`src/rtl/d_using_jk_reg.sv`:
```
// D-style write stream applied to a bank of JK flip-flops: a FIFO feeds a stage word,
// and the stage word is converted to J/K excitations that drive the JK characteristic update.
module d_using_jk_reg #(
  parameter int WIDTH     = 8,
  parameter int DEPTH     = 4,
  parameter int DC_POLICY = 0
) (
  input  logic                     clk,
  input  logic                     reset,
  input  logic                     en,
  input  logic                     in_valid,
  output logic                     in_ready,
  input  logic [WIDTH-1:0]         in_d,
  input  logic                     clr_stats,
  output logic [WIDTH-1:0]         q,
  output logic [WIDTH-1:0]         j_out,
  output logic [WIDTH-1:0]         k_out,
  output logic                     upd,
  output logic [$clog2(DEPTH):0]   count,
  output logic [15:0]              toggles
);

  localparam int AW = $clog2(DEPTH);
  localparam int PW = $clog2(WIDTH + 1);
  localparam logic [AW:0] FULL = (AW + 1)'(DEPTH);

  logic [WIDTH-1:0] mem [DEPTH];
  logic [AW-1:0]    wr_ptr;
  logic [AW-1:0]    rd_ptr;
  logic [WIDTH-1:0] stage_d;
  logic             stage_valid;
  logic             push;
  logic             pop;
  logic             apply;
  logic [WIDTH-1:0] j_vec;
  logic [WIDTH-1:0] k_vec;
  logic [WIDTH-1:0] q_next;
  logic [PW-1:0]    flips;
  logic [16:0]      tog_sum;

  assign in_ready = !reset && (count != FULL);
  assign push     = in_valid && in_ready;
  assign pop      = en && (count != '0);
  assign apply    = en && stage_valid;

  // Excitation from the target word; both policies land q on stage_d.
  always_comb begin
    j_vec = '0;
    k_vec = '0;
    if (DC_POLICY == 1) begin
      j_vec = stage_d;
      k_vec = ~stage_d;
    end else begin
      j_vec = stage_d & ~q;
      k_vec = ~stage_d & q;
    end
    q_next = (j_vec & ~q) | (~k_vec & q);
    flips = '0;
    for (int i = 0; i < WIDTH; i++) begin
      flips = flips + PW'(q[i] ^ q_next[i]);
    end
    tog_sum = {1'b0, toggles} + 17'(flips);
  end

  always_ff @(posedge clk) begin
    if (push) begin
      mem[wr_ptr] <= in_d;
    end
  end

  always_ff @(posedge clk or posedge reset) begin
    if (reset) begin
      wr_ptr      <= '0;
      rd_ptr      <= '0;
      count       <= '0;
      stage_d     <= '0;
      stage_valid <= 1'b0;
      q           <= '0;
      j_out       <= '0;
      k_out       <= '0;
      upd         <= 1'b0;
      toggles     <= '0;
    end else begin
      if (push) begin
        wr_ptr <= wr_ptr + AW'(1);
      end
      if (pop) begin
        rd_ptr  <= rd_ptr + AW'(1);
        stage_d <= mem[rd_ptr];
      end
      case ({push, pop})
        2'b10:   count <= count + (AW + 1)'(1);
        2'b01:   count <= count - (AW + 1)'(1);
        default: count <= count;
      endcase
      if (en) begin
        stage_valid <= (count != '0);
      end
      if (apply) begin
        q     <= q_next;
        j_out <= j_vec;
        k_out <= k_vec;
        upd   <= 1'b1;
      end else begin
        j_out <= '0;
        k_out <= '0;
        upd   <= 1'b0;
      end
      // Clear wins over a coincident increment; the count sticks at all-ones.
      if (clr_stats) begin
        toggles <= '0;
      end else if (apply) begin
        toggles <= tog_sum[16] ? 16'hFFFF : tog_sum[15:0];
      end
    end
  end

endmodule

```
`config.mk`:
```
export PLATFORM = sky130hd
export DESIGN_NAME = d_using_jk_reg
export DESIGN_NICKNAME = d
export VERILOG_FILES = /design/src/rtl/d_using_jk_reg.sv
export SDC_FILE = /design/constraint.sdc
export NUM_CORES = 1
export LEC_CHECK = 0
export CORE_MARGIN = 2
export CORE_UTILIZATION = 32
export CTS_BUF_LIST = sky130_fd_sc_hd__clkbuf_16
export CTS_CLUSTER_SIZE = 24
export DETAILED_ROUTE_END_ITERATION = 6
export HOLD_SLACK_MARGIN = 0.05
export MAX_ROUTING_LAYER = met4
export PLACE_DENSITY = 0.52
export SLEW_MARGIN = 20
export SYNTH_ARGS = -nofsm -noshare
export SYNTH_HDL_FRONTEND = slang
export SYNTH_SLANG_ARGS = --single-unit
```
`constraint.sdc`:
```
create_clock -name clk -period 4 [get_ports clk]
set_input_delay 1.2 -clock clk [delete_from_list [all_inputs] [get_ports clk]]
set_output_delay 1.2 -clock clk [all_outputs]
set_load 0.1 [all_outputs]
```
# --- After elaboration in Yosys (flattened, before gate mapping) ---
# Memories as Yosys holds them, arrays and structs flattened. A register that Yosys moved wholly into a read port is not among the register bits.
# Cells that the tools add are included.
totals:
  register_bits: 49
  mem_bits_rw: 32
  inputBits: 13
  out_inout_bits: 45
  word_cells: 58
  memories: 1
classes:
  addsub: 12
  n_eq_ne: 3
  n_mux: 9
  bitwise: 16
  reduce_logical: 8
mem_list:
  columns: ["memory", "depth", "width", "rd", "rd_clocked_by_memory_dff", "write_ports", "line", "rtl"]
  rows:
  - ["mem", 4, 8, 1, 1, 1, "27", "logic [WIDTH-1:0] mem [DEPTH];"]
op_table:
  columns: ["op", "count"]
  rows:
  - ["$mux W16", 3]
  - ["$and A8 B8 Y8", 4]
  - ["$not A8 Y8", 3]
  - ["$add A16 B4 Y17", 1]
  - ["$add A4 B1 Y4", 4]
  - ["$mux W8", 2]
  - ["$or A8 B8 Y8", 1]
  - ["$xor A1 B1 Y1", 8]
  - ["$pmux W3 S2", 1]
  - ["$add A2 B1 Y2 const B", 2]
  - ["$add A3 B1 Y4", 1]
  - ["$logic_and A1 B1 Y1", 4]
  - ["$reduce_bool A2 Y1", 2]
  - ["$add A2 B1 Y3", 1]
  - ["$add A3 B1 Y3 const B", 1]
  - ["$mux W1", 3]
  - ["$ne A3 B3 Y1 const B", 1]
  - ["$reduce_bool A3 Y1", 1]
  - ["$sub A3 B1 Y3 const B", 1]
  - ["$add A1 B1 Y2", 1]
  - ["$eq A2 B1 Y1 const B", 1]
  - ["$eq A2 B2 Y1 const B", 1]
  - ["$logic_not A1 Y1", 1]

# --- Depth between registers and ports, before layout ---
# Gate-level depths: netlist of the first run.
depth:
  word_depth: 17
  depth_mapped: 16

# --- Worst setup path after synthesis of the first run ---
# Ideal clock, no wire load.
synth_path:
  path_type: "reg-to-reg"
  from: "register q[0]"
  to: "register toggles[8]"
  setup_ps: 122
  t_arrival_ps: 4458
  setup_slack_ps: -579
  path_stages_with_launch: 16
  synth_period_minus_slack_ps: 4579
  cell_sequence: "dfrtp_1 inv_1 ha_1 inv_1 fa_1 fa_1 inv_1 fa_1 fa_1 inv_1 fa_1 nand3_1 a21oi_2 and3_1 nand3_1 o211a_1"
synth_between:
  elab_chain_len: 16
  elab_cells_between_ends: 19
synth_lines:
  columns: ["element", "line", "rtl"]
  rows:
  - ["start: declaration", "15", "output logic [WIDTH-1:0] q,"]
  - ["start signal: assignment", "100", "q <= q_next;"]
  - ["$not A8 Y8 / $and A8 B8 Y8 (equally long branches)", "54, 57, 55", null]
  - ["$and A8 B8 Y8 / $not A8 Y8 (equally long branches)", "54, 57", null]
  - ["$and A8 B8 Y8", "57", "q_next = (j_vec & ~q) | (~k_vec & q);"]
  - ["$or A8 B8 Y8", "57", null]
  - ["$xor A1 B1 Y1 (*)", "60", "flips = flips + PW'(q[i] ^ q_next[i]);"]
  - ["$add A1 B1 Y2 (*)", "60", null]
  - ["$add A2 B1 Y3 (*)", "60", null]
  - ["$add A3 B1 Y4 (*)", "60", null]
  - ["$add A4 B1 Y4 (*) (4 in a row)", "60", null]
  - ["$add A16 B4 Y17 (*)", "62", "tog_sum = {1'b0, toggles} + 17'(flips);"]
  - ["$mux W16 (*)", "113", "toggles <= tog_sum[16] ? 16'hFFFF : tog_sum[15:0];"]
  - ["$mux W16 (*)", "112", "end else if (apply) begin"]
  - ["$mux W16 (*)", "110", "if (clr_stats) begin"]
  - ["end signal: assignment", "113", null]
  - ["end: declaration", "20", "output logic [15:0] toggles"]
# Every way passes the cells marked *; elsewhere a longest branch is shown, timed or not. The select of a mux whose other input is x is not followed.
# A chain may end at the register's enable or synchronous reset.

# --- Worst setup path in the final report of the first run ---
layout_path:
  from: "register q[0]"
  to: "register toggles[12]"
# Same word-level chain as after synthesis.

==> results list, run 1 <==
- Timing would allow up to 0.265 GHz.
- Netlist cell types: 40
* GRT met1 Usage: 17.1%
- In this run, synthesis inferred 32 flip-flops with an integrated enable.
- STA puts the critical path data arrival time at 3.99 ns.
- CTS H-tree depth: 3
- Worst Path Required: 4.21 ns
- The repair_antennas step left the layout with diodes totalling 0.
- Number of clock sinks seen by CTS: 89
* MaxCap Viol Count: 0
- IO buf count: 57
- Share of cells above drive strength 1: 17.6%
* Source of the worst register-to-register timing path: q[0]
* Maximum number of pins on one net before global-route repair: 34
- For this configuration, the core starts out at a cell density of 32.4%.
* Avg WL per Cell: 14.8 um
- Postcts setup bufs: 0
* Portion of synthesized cell area occupied by the leading cell type: 35.2%
- Sequential cells were found to cover 58.8% of the synthesized design area.
- Endpoints failing hold: 0
* Top post-synthesis cells by count: sky130_fd_sc_hd__dfrtp_1, sky130_fd_sc_hd__edfxtp_1, sky130_fd_sc_hd__inv_1
* DRT iter0 DRCs: 121
- After synthesis the netlist holds a flip-flop and latch count of 89.
* Number of antenna violations at the first check in global routing: 0
- Dividing the final minimum period by the clock period gives 94.3%.
- The count of final max-slew check failures is 0.
* Total I/O pin count: 58
- The first global-routing pass estimated 13200 um of wire.
- Buffer depth of the longest clock path: 2
* Setup crit end kind: flip-flop
- Slack of the worst reg-to-reg path: 0.23 ns
* Buffer cell driving the clock tree root: sky130_fd_sc_hd__clkbuf_16
- Synth-to-Final Area Change: 26.2%
* Die boundary height: 117 um
- The kind of cell with the highest combined delay along the critical path is adder cells.
* Total of hold buffers inserted after clock tree synthesis: 0
- Clock tree from TritonCTS: built
- Setup repair after global routing left no endpoint under its margin.
- Cell depth of the worst flop-to-flop path: 15
- Post-route insts no fill: 547
- The most critical setup path has its startpoint at q[0].
* Total number of vias: 2528
- For this run, design rule violations remaining after detail routing come to 0.
- In the synthesized netlist, the number of instances is 309.
- The first TritonRoute pass finished after 4 iterations.
- Share of flip-flops with an asynchronous set or reset: 64.0%
- Met2 layer usage reported by global route: 20.0%
- Busiest grt layer: met2
- Largest fanout on the critical path: 7
- Core footprint: 0.0125 sq mm
* CP Depth: 15
* Cell-by-cell listing of the critical path: inv_2 -> ha_1 -> inv_1 -> fa_1 -> fa_1 -> inv_1 -> fa_1 -> fa_2 -> inv_2 -> fa_2 -> nand3_2 -> a21oi_4 -> and3_1 -> and3_1 -> nor3_1
- Together, buffers and inverters on the worst path number 4.
* Termination of the worst setup path: toggles[12]
- Net count after synthesis: 355
- Half-perimeter wire length after detailed placement: 5770 um
- The worst path in the final design needs a cycle of 3.77 ns, including I/O delays and setup.
- Buffers inserted during clock tree synthesis total 9.
- Critical-path cell with the highest stage delay: sky130_fd_sc_hd__fa_1
- Vias in the first global route: 2495
* Area contributors post-synth: sky130_fd_sc_hd__dfrtp_1, sky130_fd_sc_hd__edfxtp_1, sky130_fd_sc_hd__ha_1
- Outcome: finished, final reports clean
* Total standard cell area after synthesis: 0.00406 sq mm
- The floorplan has 41 rows.
- For this run, global-route usage on met3 was measured as 2.80%.
- End of the worst register-to-register path: toggles[12]
- The worst hold path belongs to the class reg2reg.
- Fill cell total of the finished layout: 1218
- Total number of yosys warnings: 0
* Actual slew at the worst max-slew pin: 0.980 ns
* Placer's final routability congestion estimate: 0.774
- Clock-pin slew was measured on the worst setup and hold paths at 0.07 ns.
- Top cell type by total area after synthesis: sky130_fd_sc_hd__dfrtp_1
- The average instance in the mapped netlist occupies 13.1 sq um.
- Worst slew slack as a fraction of its limit: 34.5%
- Detail Route Antenna Nets: 0
- GRT overflow: 0
- Final setup violation count: 0
- The largest single stage delay on the critical path is 0.48 ns.
- In this run the horizontal extent of the chip is 117 um.
* # resized after CTS: 0
* Cell with the most instances after synthesis: sky130_fd_sc_hd__dfrtp_1
- Clock skew after layout: 0.00865 ns
* Total wire length: 8070 um
- Global router's overall resource usage: 13.3%
- STA classifies the critical path startpoint as a flip-flop.
- # placed instances: 531
* Full die area: 0.0136 sq mm
- Setup CP Type: reg2reg
- The net count of the finished layout is 416.
* Ys flop type: sky130_fd_sc_hd__dfrtp_1
* Latest clock arrival within the worst-skew pair: 0.34 ns
* Vias per cell: 4.62
- The cell that appears most often on the critical path is sky130_fd_sc_hd__fa_1.
routing by layer:
layer | vias to the layer above | part of all wire, %
li1 | 1225 | -
met1 | 1243 | 46
met2 | 44 | 48
met3 | 16 | 3.4
met4 | 0 | 2.4
met5 | - | 0
area by class of cell:
| class | instances | area, sq um | area share (%) |
|---|---|---|---|
| Clock buffer | 9 | 225 | 4.40 |
| Tap cell | 172 | 215 | 4.20 |
| Sequential cell | 89 | 2390 | 46.7 |
| Clock inverter | 7 | 71.3 | 1.39 |
| Multi-Input combinational cell | 177 | 1530 | 29.9 |
| Timing Repair Buffer | 59 | 561 | 10.9 |
| Inverter | 34 | 129 | 2.52 |
worst min path at each step:
stage,startpoint,end,cells after the start
6_report,count[0],count[0],1
5_1_grt,count[0],count[0],1
3_5_place_dp,count[0],count[0],1
3_3_place_gp,count[0],count[0],1
4_1_cts,count[0],count[0],1
2_1_floorplan,stage_d[0],stage_d[0],2
metrics by stage:
step	hold slack, ns	setup WS [ns]	utilization (%)	instance area, sq um	setup TNS (ns)
after floorplan	0.537	-0.00913	-	4100	-0.0170
after global placement	0.533	0.270	38.5	4820	0
after detailed placement	0.533	0.231	38.5	4820	0
after CTS	0.543	0.213	40.9	5120	0
after global routing	0.560	0.0405	40.9	5120	0
final	0.525	0.228	40.9	5120	0
worst reg2reg max path, cell delays in order (launching register included):
cell	delay (ns)
sky130_fd_sc_hd__dfrtp_2	0.42
sky130_fd_sc_hd__inv_2	0.07
sky130_fd_sc_hd__ha_1	0.22
sky130_fd_sc_hd__inv_1	0.07
sky130_fd_sc_hd__fa_1	0.42
sky130_fd_sc_hd__fa_1	0.48
sky130_fd_sc_hd__inv_1	0.05
sky130_fd_sc_hd__fa_1	0.45
sky130_fd_sc_hd__fa_2	0.36
sky130_fd_sc_hd__inv_2	0.07
sky130_fd_sc_hd__fa_2	0.22
sky130_fd_sc_hd__nand3_2	0.11
sky130_fd_sc_hd__a21oi_4	0.26
sky130_fd_sc_hd__and3_1	0.24
sky130_fd_sc_hd__and3_1	0.16
sky130_fd_sc_hd__nor3_1	0.04
cell families (layout without fill, tap and decap cells):
group,after synthesis,in the layout,synth area share [%]
flops,89,89,58.8
xor+xnor,8,8,1.73
compound gates,57,57,9.25
mux,9,9,4.69
simple gates,70,70,9.71
fa+ha+maj,33,33,11.3
buf+inv,43,109,4.50
cell usage in the layout, fill, tap and decap left out, types with 3 or more instances in the layout:
master / count
sky130_fd_sc_hd__and4_1: 3
sky130_fd_sc_hd__mux4_2: 8
sky130_fd_sc_hd__nand2_1: 11
sky130_fd_sc_hd__edfxtp_1: 32
sky130_fd_sc_hd__xnor2_1: 5
sky130_fd_sc_hd__a31oi_1: 6
sky130_fd_sc_hd__buf_4: 20
sky130_fd_sc_hd__xor2_1: 3
sky130_fd_sc_hd__nor2_1: 15
sky130_fd_sc_hd__and2_1: 3
sky130_fd_sc_hd__a21o_1: 8
sky130_fd_sc_hd__fa_1: 4
sky130_fd_sc_hd__dfrtp_1: 55
sky130_fd_sc_hd__inv_1: 29
sky130_fd_sc_hd__clkdlybuf4s50_1: 37
sky130_fd_sc_hd__o21ai_0: 18
sky130_fd_sc_hd__a21oi_1: 9
sky130_fd_sc_hd__ha_1: 26
sky130_fd_sc_hd__o21a_1: 3
sky130_fd_sc_hd__clkbuf_16: 9
sky130_fd_sc_hd__and3_1: 27
sky130_fd_sc_hd__inv_2: 5
state kept, by name, summed over array words and instances, names as in the netlist:
name,cells
q,8
upd,1
j_out,8
toggles,16
count,3
k_out,8
stage_d,8
rd_ptr,2
wr_ptr,2
stage_valid,1
mem,32
Power of run 1 is not shown: default switching activity piles up to over one toggle a cycle in this logic, so the estimate is an artifact.
==> inputs of run 2 (changes only) <==
--- a/config.mk
+++ b/config.mk
@@ -5,6 +5,7 @@
 export SDC_FILE = /design/constraint.sdc
 export NUM_CORES = 1
 export LEC_CHECK = 0
+export ABC_AREA = 1
 export CORE_MARGIN = 2
 export CORE_UTILIZATION = 32
 export CTS_BUF_LIST = sky130_fd_sc_hd__clkbuf_16
==> run 2 against run 1 <==
  * Sequential cell count did not move
  * Maximum frequency grew 1.2%
  * Non-clock buffer count up 8
  * Clock skew shrank 0.00068 ns
  * Via count up 24%
==> results list, run 2 <==
- After clock tree synthesis, the clock-pin slew on the worst setup and hold paths is 0.07 ns.
- Die boundary height: 120 um
* Commonest non-fill, non-tap cell in the layout: sky130_fd_sc_hd__nand2_1
* Setup CP Type: reg2reg
- Entering global routing, the biggest net connects 27 pins.
- Net count after synthesis: 495
- Max-cap violations in this run came to 0.
* Clock skew after layout: 0.00797 ns
- Max reg flops: 32
- The largest registers in the layout are mem: 32 flops, toggles: 16 flops.
- For the worst setup path, the data arrival time is 3.97 ns.
* Cell depth of the worst flop-to-flop path: 18
* Top achievable clock speed: 0.268 GHz
* Fill cell total of the finished layout: 1291
* Ys flop type: sky130_fd_sc_hd__dfrtp_1
- Total clock buffers created by CTS: 9
- In the routed design, unresolved DRC markers number 0.
- Number of standard cells after synthesis: 449
- At the later pin of the worst-skew pair, clock insertion delay measures 0.35 ns.
- Avg WL per Cell: 13.5 um
* Worst Path Required: 4.24 ns
- The routed layout has 3129 vias.
- Once the floorplan was initialized, standard cells occupied 32.6% of the core.
* Actual slew at the worst max-slew pin: 0.986 ns
* Top post-synthesis cells by count: sky130_fd_sc_hd__nand2_1, sky130_fd_sc_hd__inv_1, sky130_fd_sc_hd__dfrtp_1
- Die X: 120 um
- 58 I/O pins were placed.
* Total wire length: 9400 um
* Hold depth: 1
- Share of cells above drive strength 1: 12.5%
- Clock tree from TritonCTS: built
- Worst slew slack as a fraction of its limit: 34.1%
- Outcome: finished, final reports clean
- Setup violations remaining at the end of the flow were counted as 0.
- Summed over all instances, the cell type with the most area after synthesis is sky130_fd_sc_hd__dfrtp_1.
- Compared with the post-synthesis result, the final layout area differs by 25.6%.
- The hold violation count in the final report came to 0.
* CTS H-tree depth: 3
- Once detailed placement completed, the half-perimeter wirelength came to 6750 um.
* Buffer depth of the longest clock path: 2
- Number of placement rows: 42
- The floorplan step defined a die boundary enclosing 0.0144 sq mm.
- STA classifies the critical path startpoint as a flip-flop.
- Ranked by flip-flop count, first place goes to mem.
- Post-route core utilization: 40.9%
- Sequential element share of the synthesized area: 55.5%
- The first global-routing pass estimated 15800 um of wire.
- The average instance in the mapped netlist occupies 9.57 sq um.
- Global router's overall resource usage: 14.6%
- In the final design database the tool counted 563 nets.
* Area contributors post-synth: sky130_fd_sc_hd__dfrtp_1, sky130_fd_sc_hd__edfxtp_1, sky130_fd_sc_hd__nand2_1
* Cell with the most instances after synthesis: sky130_fd_sc_hd__nand2_1
- The worst setup path is captured at a flip-flop.
* Vias in the first global route: 3184
- Number of iterations in the first detailed-routing pass: 4
- For this run the aggregate overflow at the end of global routing stands at 0.
- Shortest clock period the worst path allows after layout: 3.73 ns
* Number of synthesized flops with an enable pin: 32
- Largest fanout on the critical path: 11
- The cell area that synthesis handed to floorplanning was 0.00430 sq mm.
- Total number of yosys warnings: 0
- Setup repair after global routing left no endpoint under its margin.
- Core footprint: 0.0132 sq mm
- Detail Route Antenna Nets: 0
* Max Slew Vio Count: 0
- IO buf count: 57
- The number of antenna violations at the first check in global routing came to 0.
- After routing, the total negative slack on setup checks comes to 0 ns.
* Critical-path cell with the highest stage delay: sky130_fd_sc_hd__fa_1
- Commonest cells after routing, fill and taps aside: sky130_fd_sc_hd__nand2_1, sky130_fd_sc_hd__inv_1, sky130_fd_sc_hd__dfrtp_1
- Dividing the detail-routed via count by the number of cells gives 4.48.
- Placer's final routability congestion estimate: 0.875
* Largest stage delay, worst path: 0.49 ns
- Buffer cell driving the clock tree root: sky130_fd_sc_hd__clkbuf_16
* Total of hold buffers inserted after clock tree synthesis: 0
* Number of clock sinks seen by CTS: 89
- Dividing the final minimum period by the clock period gives 93.2%.
- For this run, asynchronously set or reset flops after synthesis account for 64.0%.
- The first routing iteration left 182 violations.
* Number of synthesized register bits: 89
- The min-delay analysis places its worst path in the category reg2reg.
- The share of synthesized area in the top cell type comes to 33.2%.
- 0 antenna diodes ended up in the layout.
- Netlist cell types: 29
- Cell-by-cell listing of the critical path: inv_2 -> ha_4 -> inv_1 -> fa_1 -> fa_1 -> inv_1 -> fa_1 -> fa_2 -> inv_2 -> fa_2 -> nand2_2 -> nand2_1 -> o21ai_2 -> nor2_2 -> nand2_2 -> o21ai_0 -> nand2_1 -> nand2_1
run 2: changes by cell type after synthesis, moves of 6 or more:
cell,before,now
sky130_fd_sc_hd__nand2_1,11,93
sky130_fd_sc_hd__and3_1,28,0
sky130_fd_sc_hd__nor2_1,15,49
sky130_fd_sc_hd__a21oi_1,9,3
sky130_fd_sc_hd__o21ai_0,18,42
sky130_fd_sc_hd__nand3_1,3,19
sky130_fd_sc_hd__inv_1,32,72
sky130_fd_sc_hd__o22ai_1,0,8
sky130_fd_sc_hd__a21o_1,8,1
sky130_fd_sc_hd__mux4_2,8,0
run 2: logic make-up (layout without fill, tap and decap cells):
kind of cell / Yosys count / count (layout) / share of synthesized area (%)
AO/OA/AOI/OAI: 62 / 62 / 7.92
XOR/XNOR: 9 / 9 / 1.83
adder cells (fa/ha/maj): 33 / 33 / 10.7
buffers and inverters: 82 / 155 / 7.51
flip-flops: 89 / 89 / 55.5
AND/OR/NAND/NOR: 174 / 174 / 16.5
run 2: path summary, 6_finish.rpt:
check                       startpoint     endpoint  slack [ns]
hold / removal             stage_valid  stage_valid        0.48
setup reg to reg                  q[2]   toggles[4]        0.27
min in group asynchronous        reset   toggles[2]        1.28
max in group asynchronous        reset         q[0]        2.05
hold reg to reg            stage_valid  stage_valid        0.48
setup / recovery                  q[2]   toggles[4]        0.27
run 2: what timing repair did:
item / 4_1_cts / 5_1_grt
resized for setup: 0 / 1
endpoints found under the setup margin: 0 / 1
buffers inserted: 0 / 0
run 2: final cells by class:
class                      count  area, sq um  share of cell area, %
clock buffer                   9          225                   4.17
clock inverter                 7         68.8                   1.28
inverter                      72          270                   5.01
multi-input combinational    278         1620                   30.0
sequential                    89         2390                   44.3
tap                          176          220                   4.08
timing repair buffer          67          603                   11.2
run 2: stage by stage:
stage	instance area [sq um]	hold slack [ns]	setup slack, ns	cells
2_1_floorplan	4320	0.454	0.0448	449
3_3_place_gp	5090	0.468	0.309	682
3_5_place_dp	5090	0.475	0.243	682
4_1_cts	5390	0.489	0.228	698
5_1_grt	5400	0.521	0.0212	698
6_report	5400	0.481	0.273	698
run 2: critical path: cells and delay by family, from the launching register on:
kind	cells	cell delay, ns
AOI/OAI and AO/OA	2	0.21
and+or+nand+nor	6	0.55
buffers and inverters	4	0.20
adders and majority gates	6	2.25
DFF	1	0.38
run 2: layer usage:
metal / share of wire [%] / global-route usage, % / wire [um]
met1: 45 / 18.9 / 4240
met2: 48 / 22.7 / 4550
met3: 4.5 / 3.09 / 426
met4: 1.9 / 5.66 / 180
met5: 0 / - / 0
Power of run 2 is left out for the same reason.
